===== src/rtl/vending_fsm_ctrl.sv =====
// Vending controller: edge-detected buttons/coins drive a one-hot FSM; money updates one clock after the input edge.
// No backpressure; a multiplexed 7-seg scan is registered. LEADING_ZERO_BLANK_EN blanks money leading zeros.
module vending_fsm_ctrl #(
  parameter int SCAN_DIV    = 100000,
  parameter int HIGH_WEIGHT = 5
) (
  input  logic       sys_clk,
  input  logic       sys_rst,
  input  logic       sys_Goods,
  input  logic       sys_Confirm,
  input  logic       sys_Change,
  input  logic       sys_Cancel,
  input  logic       in_money_one,
  input  logic       in_money_five,
  input  logic       in_money_ten,
  input  logic       in_money_twenty,
  input  logic       in_money_fifty,
  input  logic [2:0] type_SW_high,
  input  logic [2:0] type_SW_low,
  input  logic [1:0] num_SW,
  output logic [7:0] Bit_select,
  output logic [7:0] Seg_select,
  output logic [7:0] need_money,
  output logic [7:0] input_money,
  output logic [7:0] change_money,
  output logic [5:0] state_out
);

  localparam logic [5:0] S_IDLE   = 6'b000001;
  localparam logic [5:0] S_SELECT = 6'b000010;
  localparam logic [5:0] S_PAY    = 6'b000100;
  localparam logic [5:0] S_CHANGE = 6'b001000;
  localparam logic [5:0] S_REFUND = 6'b010000;
  localparam logic [5:0] S_FINISH = 6'b100000;

  localparam int          CW = (SCAN_DIV > 1) ? $clog2(SCAN_DIV) : 1;
  localparam logic [15:0] HW = 16'(HIGH_WEIGHT);

  logic [5:0]  state;
  logic [8:0]  in_vec, prev_vec, edge_vec;
  logic        goods_e, confirm_e, change_e, cancel_e;
  logic [15:0] item_amt, coin_sum;
  logic [7:0]  need_add, input_add;

  function automatic logic [7:0] sat_add(input logic [7:0] a, input logic [15:0] b);
    logic [16:0] s;
    s = {9'd0, a} + {1'b0, b};
    return (s > 17'd255) ? 8'hFF : s[7:0];
  endfunction

  // Largest payout coin that still fits in what is owed
  function automatic logic [7:0] payout_coin(input logic [7:0] v);
    if (v >= 8'd50)      return 8'd50;
    else if (v >= 8'd20) return 8'd20;
    else if (v >= 8'd10) return 8'd10;
    else if (v >= 8'd5)  return 8'd5;
    else if (v >= 8'd1)  return 8'd1;
    else                 return 8'd0;
  endfunction

  function automatic logic [7:0] seg_code(input logic [3:0] d);
    case (d)
      4'd0:    return 8'hC0;
      4'd1:    return 8'hF9;
      4'd2:    return 8'hA4;
      4'd3:    return 8'hB0;
      4'd4:    return 8'h99;
      4'd5:    return 8'h92;
      4'd6:    return 8'h82;
      4'd7:    return 8'hF8;
      4'd8:    return 8'h80;
      4'd9:    return 8'h90;
      default: return 8'hFF;
    endcase
  endfunction

  assign in_vec = {in_money_fifty, in_money_twenty, in_money_ten, in_money_five, in_money_one,
                   sys_Cancel, sys_Change, sys_Confirm, sys_Goods};
  assign edge_vec  = in_vec & ~prev_vec;
  assign goods_e   = edge_vec[0];
  assign confirm_e = edge_vec[1];
  assign change_e  = edge_vec[2];
  assign cancel_e  = edge_vec[3];

  assign item_amt = (16'(type_SW_high) * HW + 16'(type_SW_low)) * 16'(num_SW);
  assign coin_sum = (edge_vec[4] ? 16'd1  : 16'd0) + (edge_vec[5] ? 16'd5  : 16'd0) +
                    (edge_vec[6] ? 16'd10 : 16'd0) + (edge_vec[7] ? 16'd20 : 16'd0) +
                    (edge_vec[8] ? 16'd50 : 16'd0);
  assign need_add  = sat_add(need_money, item_amt);
  assign input_add = sat_add(input_money, coin_sum);

  always_ff @(posedge sys_clk) begin
    if (sys_rst) begin
      prev_vec     <= '0;
      state        <= S_IDLE;
      need_money   <= '0;
      input_money  <= '0;
      change_money <= '0;
    end else begin
      prev_vec <= in_vec;
      case (state)
        S_IDLE: begin
          if (confirm_e) begin
            state        <= S_SELECT;
            need_money   <= '0;
            input_money  <= '0;
            change_money <= '0;
          end
        end
        S_SELECT: begin
          if (cancel_e) begin
            change_money <= input_money;
            need_money   <= '0;
            state        <= S_REFUND;
          end else if (confirm_e) begin
            need_money <= need_add;
            if (need_add != 8'd0) state <= S_PAY;
          end else if (goods_e) begin
            need_money <= need_add;
          end
        end
        S_PAY: begin
          if (cancel_e) begin
            change_money <= input_money;
            need_money   <= '0;
            state        <= S_REFUND;
          end else begin
            // Coins landing on the confirm edge count toward the payment
            input_money <= input_add;
            if (confirm_e && input_add >= need_money) begin
              change_money <= input_add - need_money;
              state        <= S_CHANGE;
            end
          end
        end
        S_CHANGE, S_REFUND: begin
          if (change_money == 8'd0)
            state <= S_FINISH;
          else if (change_e)
            change_money <= change_money - payout_coin(change_money);
        end
        S_FINISH: begin
          if (change_e || confirm_e) state <= S_IDLE;
        end
        default: state <= S_IDLE;
      endcase
    end
  end

  assign state_out = state;

  logic [CW-1:0] scan_cnt;
  logic [2:0]    digit_idx;
  logic [7:0]    disp_val, money_sel, state_idx, seg_next;
  logic [1:0]    place;
  logic          is_money, blank;
  logic [3:0]    digit_val;

  always_comb begin
    state_idx = 8'd0;
    case (state)
      S_SELECT: state_idx = 8'd1;
      S_PAY:    state_idx = 8'd2;
      S_CHANGE: state_idx = 8'd3;
      S_REFUND: state_idx = 8'd4;
      S_FINISH: state_idx = 8'd5;
      default:  state_idx = 8'd0;
    endcase
  end

  assign money_sel = (state == S_CHANGE || state == S_REFUND || state == S_FINISH) ?
                     change_money : need_money;

  always_comb begin
    disp_val = state_idx;
    place    = 2'd0;
    is_money = 1'b0;
    case (digit_idx)
      3'd0, 3'd1, 3'd2: begin
        disp_val = input_money;
        place    = digit_idx[1:0];
        is_money = 1'b1;
      end
      3'd3, 3'd4, 3'd5: begin
        disp_val = money_sel;
        place    = 2'(digit_idx - 3'd3);
        is_money = 1'b1;
      end
      3'd6:    place = 2'd0;
      default: place = 2'd1;
    endcase

    case (place)
      2'd0:    digit_val = 4'(disp_val % 8'd10);
      2'd1:    digit_val = 4'((disp_val / 8'd10) % 8'd10);
      default: digit_val = 4'(disp_val / 8'd100);
    endcase

`ifdef LEADING_ZERO_BLANK_EN
    blank = is_money && ((place == 2'd2 && disp_val < 8'd100) ||
                         (place == 2'd1 && disp_val < 8'd10));
`else
    blank = 1'b0;
`endif
    seg_next = blank ? 8'hFF : seg_code(digit_val);
  end

  // Segments and digit enable are registered together so they stay aligned
  always_ff @(posedge sys_clk) begin
    if (sys_rst) begin
      scan_cnt   <= '0;
      digit_idx  <= '0;
      Bit_select <= 8'hFE;
      Seg_select <= 8'hFF;
    end else begin
      if (scan_cnt == CW'(SCAN_DIV - 1)) begin
        scan_cnt  <= '0;
        digit_idx <= digit_idx + 3'd1;
      end else begin
        scan_cnt <= scan_cnt + 1'b1;
      end
      Bit_select <= ~(8'd1 << digit_idx);
      Seg_select <= seg_next;
    end
  end

endmodule


===== config.mk =====
export PLATFORM = sky130hd
export DESIGN_NAME = vending_fsm_ctrl
export DESIGN_NICKNAME = d
export VERILOG_FILES = /design/src/rtl/vending_fsm_ctrl.sv
export SDC_FILE = /design/constraint.sdc
export NUM_CORES = 1
export LEC_CHECK = 0
export CORE_UTILIZATION = 30
export CTS_CLUSTER_SIZE = 28
export DETAILED_ROUTE_END_ITERATION = 10
export HOLD_SLACK_MARGIN = 0.1
export PLACE_DENSITY = 0.45
export SETUP_SLACK_MARGIN = 0.4
export SKIP_LAST_GASP = 1
export SYNTH_ARGS = -nofsm -noshare
export SYNTH_HDL_FRONTEND = slang
export SYNTH_SLANG_ARGS = --single-unit

===== constraint.sdc =====
create_clock -name sys_clk -period 14.3 [get_ports sys_clk]
set_input_delay 1.43 -clock sys_clk [delete_from_list [all_inputs] [get_ports sys_clk]]
set_output_delay 1.43 -clock sys_clk [all_outputs]
set_load 0.1 [all_outputs]

==> impl_metrics.toml <==
[place]
dp_hpwl_mm = 14.52
gp_congestion = 0.8453
placedCellCount = 1118
portBuffers = 63
placed_area_sq_um = 7420

[global_routing]
grt_pass1_wl_mm = 30.48
overflow = 0
gr-usage-all-layers_pct = 17.13
antenna_found_initial = 0
grt_pass1_vias = 5704
grt_max_degree = 51

[clock_tree]
cts_resized = 0
cts_hold_buffers = 0
clockBufferDepth = 2
cts.sinks = 74
cts_setup_buffers = 0
cts_buffers = 9
htreeDepth = 3
clk_latency_ns = 0.35
cts_tree = "built"
cts_root_buffer = "clkbuf_16"
clkTransAtPathRegs_ns = 0.07

[die]
die_w_um = 150.5
rows = 53
start_util_pct = 30.99
die-height_um = 150.5
die-area_sq_um = 22650
ios = 65
core-area_sq_um = 21350

[worst_setup_path]
critPathKind = "primary input to flop"
cp-end-kind = "flop"
reg2reg_slack_ns = 7.85
worstRegToRegCells = 24
cp.required_ns = 14.56
cp-start-kind = "primary input"
reg2reg_from = "digit_idx[0]"
r2r-end = "Seg_select[4]"
crit_fanout = 16
crit_path_end = "change_money[6]"
worstPathArrival_ns = 6.97
cp-startpoint = "in_money_five"

[synthesis]
yosys.area.top_type = "dfxtp_1"
synth_commonest_cells = "dfxtp_1, nand2_1, nor2_1"
syn_nets = 901
syn_area_sq_um = 6616
synth.most_common_cell = "dfxtp_1"
syn_area_per_cell_sq_um = 8.148
synth_enable_flop_cells = 0
ys_seq_area_share_pct = 22.39
synthTopCellsByArea = "dfxtp_1, ha_1, fa_1"
synth.top_cell.area_share_pct = 22.39
ys_warn_count = 0
ys_seq_elements = 74
async_reset_ff_share_pct = 0
synth.distinct_cells = 90
synth_ff_type = "dfxtp_1"
syn-instance-count = 812

[sta]
worst_pin_slew_ns = 1.077
fin_tns_setup_ns = 0
final-setup-viol-count = 0
drv_slew = 0
hold_viol = 0
min_period_ns = 6.711
rsz0062_at_grt = "no"
skew_ns = 0.009178
slew_headroom_pct = 28.12
clock.fmax_ghz = 0.1490
layout_worst_path_cycle_share_pct = 46.93

[route]
drt_iter0_drc = 238
vias = 5867
antenna_left = 0
drt_wl_total_mm = 18.70
drcViolationCount = 0
via_per_inst = 5.174
drt-wirelength-per-cell_um = 16.49
dr.pass1.iters = 5

[power_and_ir_drop]
p_leak_uw = 0.003033
pwr_density_cell_nw_per_um2 = 87.94
max-vdd-ir-drop_mv = 0.05126
total_power_uw = 679.8

[cells_and_area]
fillers = 2278
final_cells = 1134
antenna_cells = 0
final_nets = 943
syn2layout_area_growth_pct = 16.85
design_area_sq_um = 7731
drive_above_1_share_pct = 7.567

[hold_path]
hp-class = "flop to flop"

[run]
maxCapViolations = 0

[outcome]
status = "completed"
-- power by group --
| part | internal (uW) | switching, uW |
|---|---|---|
| Combinational | 83.2 | 134 |
| Clock | 142 | 97.2 |
| Sequential | 213 | 10.8 |
-- cells by family after synthesis --
group / after synthesis / share of synthesized area [%]
buffers and inverters: 81 / 5.408
DFF: 74 / 22.39
muxes: 17 / 2.950
other: 1 / 0.05668
AOI/OAI and AO/OA: 226 / 25.19
xor gates and xnor gates: 39 / 5.163
adders and majority gates: 71 / 14.98
and+or+nand+nor: 303 / 23.87
-- cell type report --
type	instances	area [sq um]	share of cell area, %
Timing Repair Buffer	65	640.6	8.286
Tap cell	275	344.1	4.451
Clock buffer	10	239.0	3.091
Clock inverter	6	72.57	0.9387
Sequential cell	74	1481	19.16
Inverter	47	176.4	2.282
Multi-Input combinational cell	657	4777	61.79
-- routing by layer --
metal	wire length (um)	share of wire [%]	track usage [%]	vias to the layer above
li1	-	-	-	3012
met2	8695	46	27.74	95
met1	9181	49	23.36	2745
met3	591	3.2	2.424	15
met4	231	1.2	5.253	0
met5	0	0	0	-
-- registers in the layout, indices dropped and copies added (netlist names) --
register	cells
scan_cnt	17
prev_vec	9
Bit_select	8
change_money	8
input_money	8
need_money	8
Seg_select	7
state_out	6
digit_idx	3
-- worst max-delay path: stages --
cell	delay (ns)
clkdlybuf4s50_1	0.46
nor2b_1	0.27
fa_1	0.51
ha_1	0.31
a21o_1	0.15
a21oi_1	0.20
o21bai_1	0.08
a21oi_1	0.22
nor2b_1	0.10
o21ai_0	0.45
nand2b_1	0.15
ha_1	0.36
nor2b_1	0.13
o21ai_0	0.08
nand2b_1	0.11
a21o_1	0.13
a21oi_1	0.08
o21ai_0	0.10
a21o_1	0.14
a21oi_1	0.05
o21ai_0	0.26
o2111ai_1	0.57
or2_2	0.50
a21oi_1	0.11
-- cells in the final DEF (no fill, tap or decap), drive strengths merged, types with 17 or more instances in the layout --
cell type / instances
clkdlybuf4s50: 62
xnor2: 24
nand3: 20
o21ai: 48
nor3: 20
a21oi: 46
ha: 56
nor2: 72
a211oi: 21
nor2b: 28
nand2: 74
nand2b: 18
inv: 49
a21o: 17
dfxtp: 74
-- worst min path at each step --
stage,start,to,slack (ns),cells after the start
after floorplan,scan_cnt[0],scan_cnt[0],0.42,1
after global placement,scan_cnt[0],scan_cnt[0],0.43,1
after detailed placement,scan_cnt[0],scan_cnt[0],0.44,1
after CTS,scan_cnt[0],scan_cnt[0],0.46,1
after global routing,scan_cnt[0],scan_cnt[0],0.47,1
final,scan_cnt[0],scan_cnt[0],0.45,1
-- through the flow --
step / util [%] / setup slack, ns / hold WS (ns)
3_3_place_gp: 34.75 / 7.267 / 0.4330
3_5_place_dp: 34.75 / 7.182 / 0.4410
6_report: 36.21 / 7.589 / 0.4460
2_1_floorplan: - / 8.219 / 0.4175
4_1_cts: 36.21 / 7.545 / 0.4558
5_1_grt: 36.21 / 6.901 / 0.4743
(Power assumes the default switching activity.)
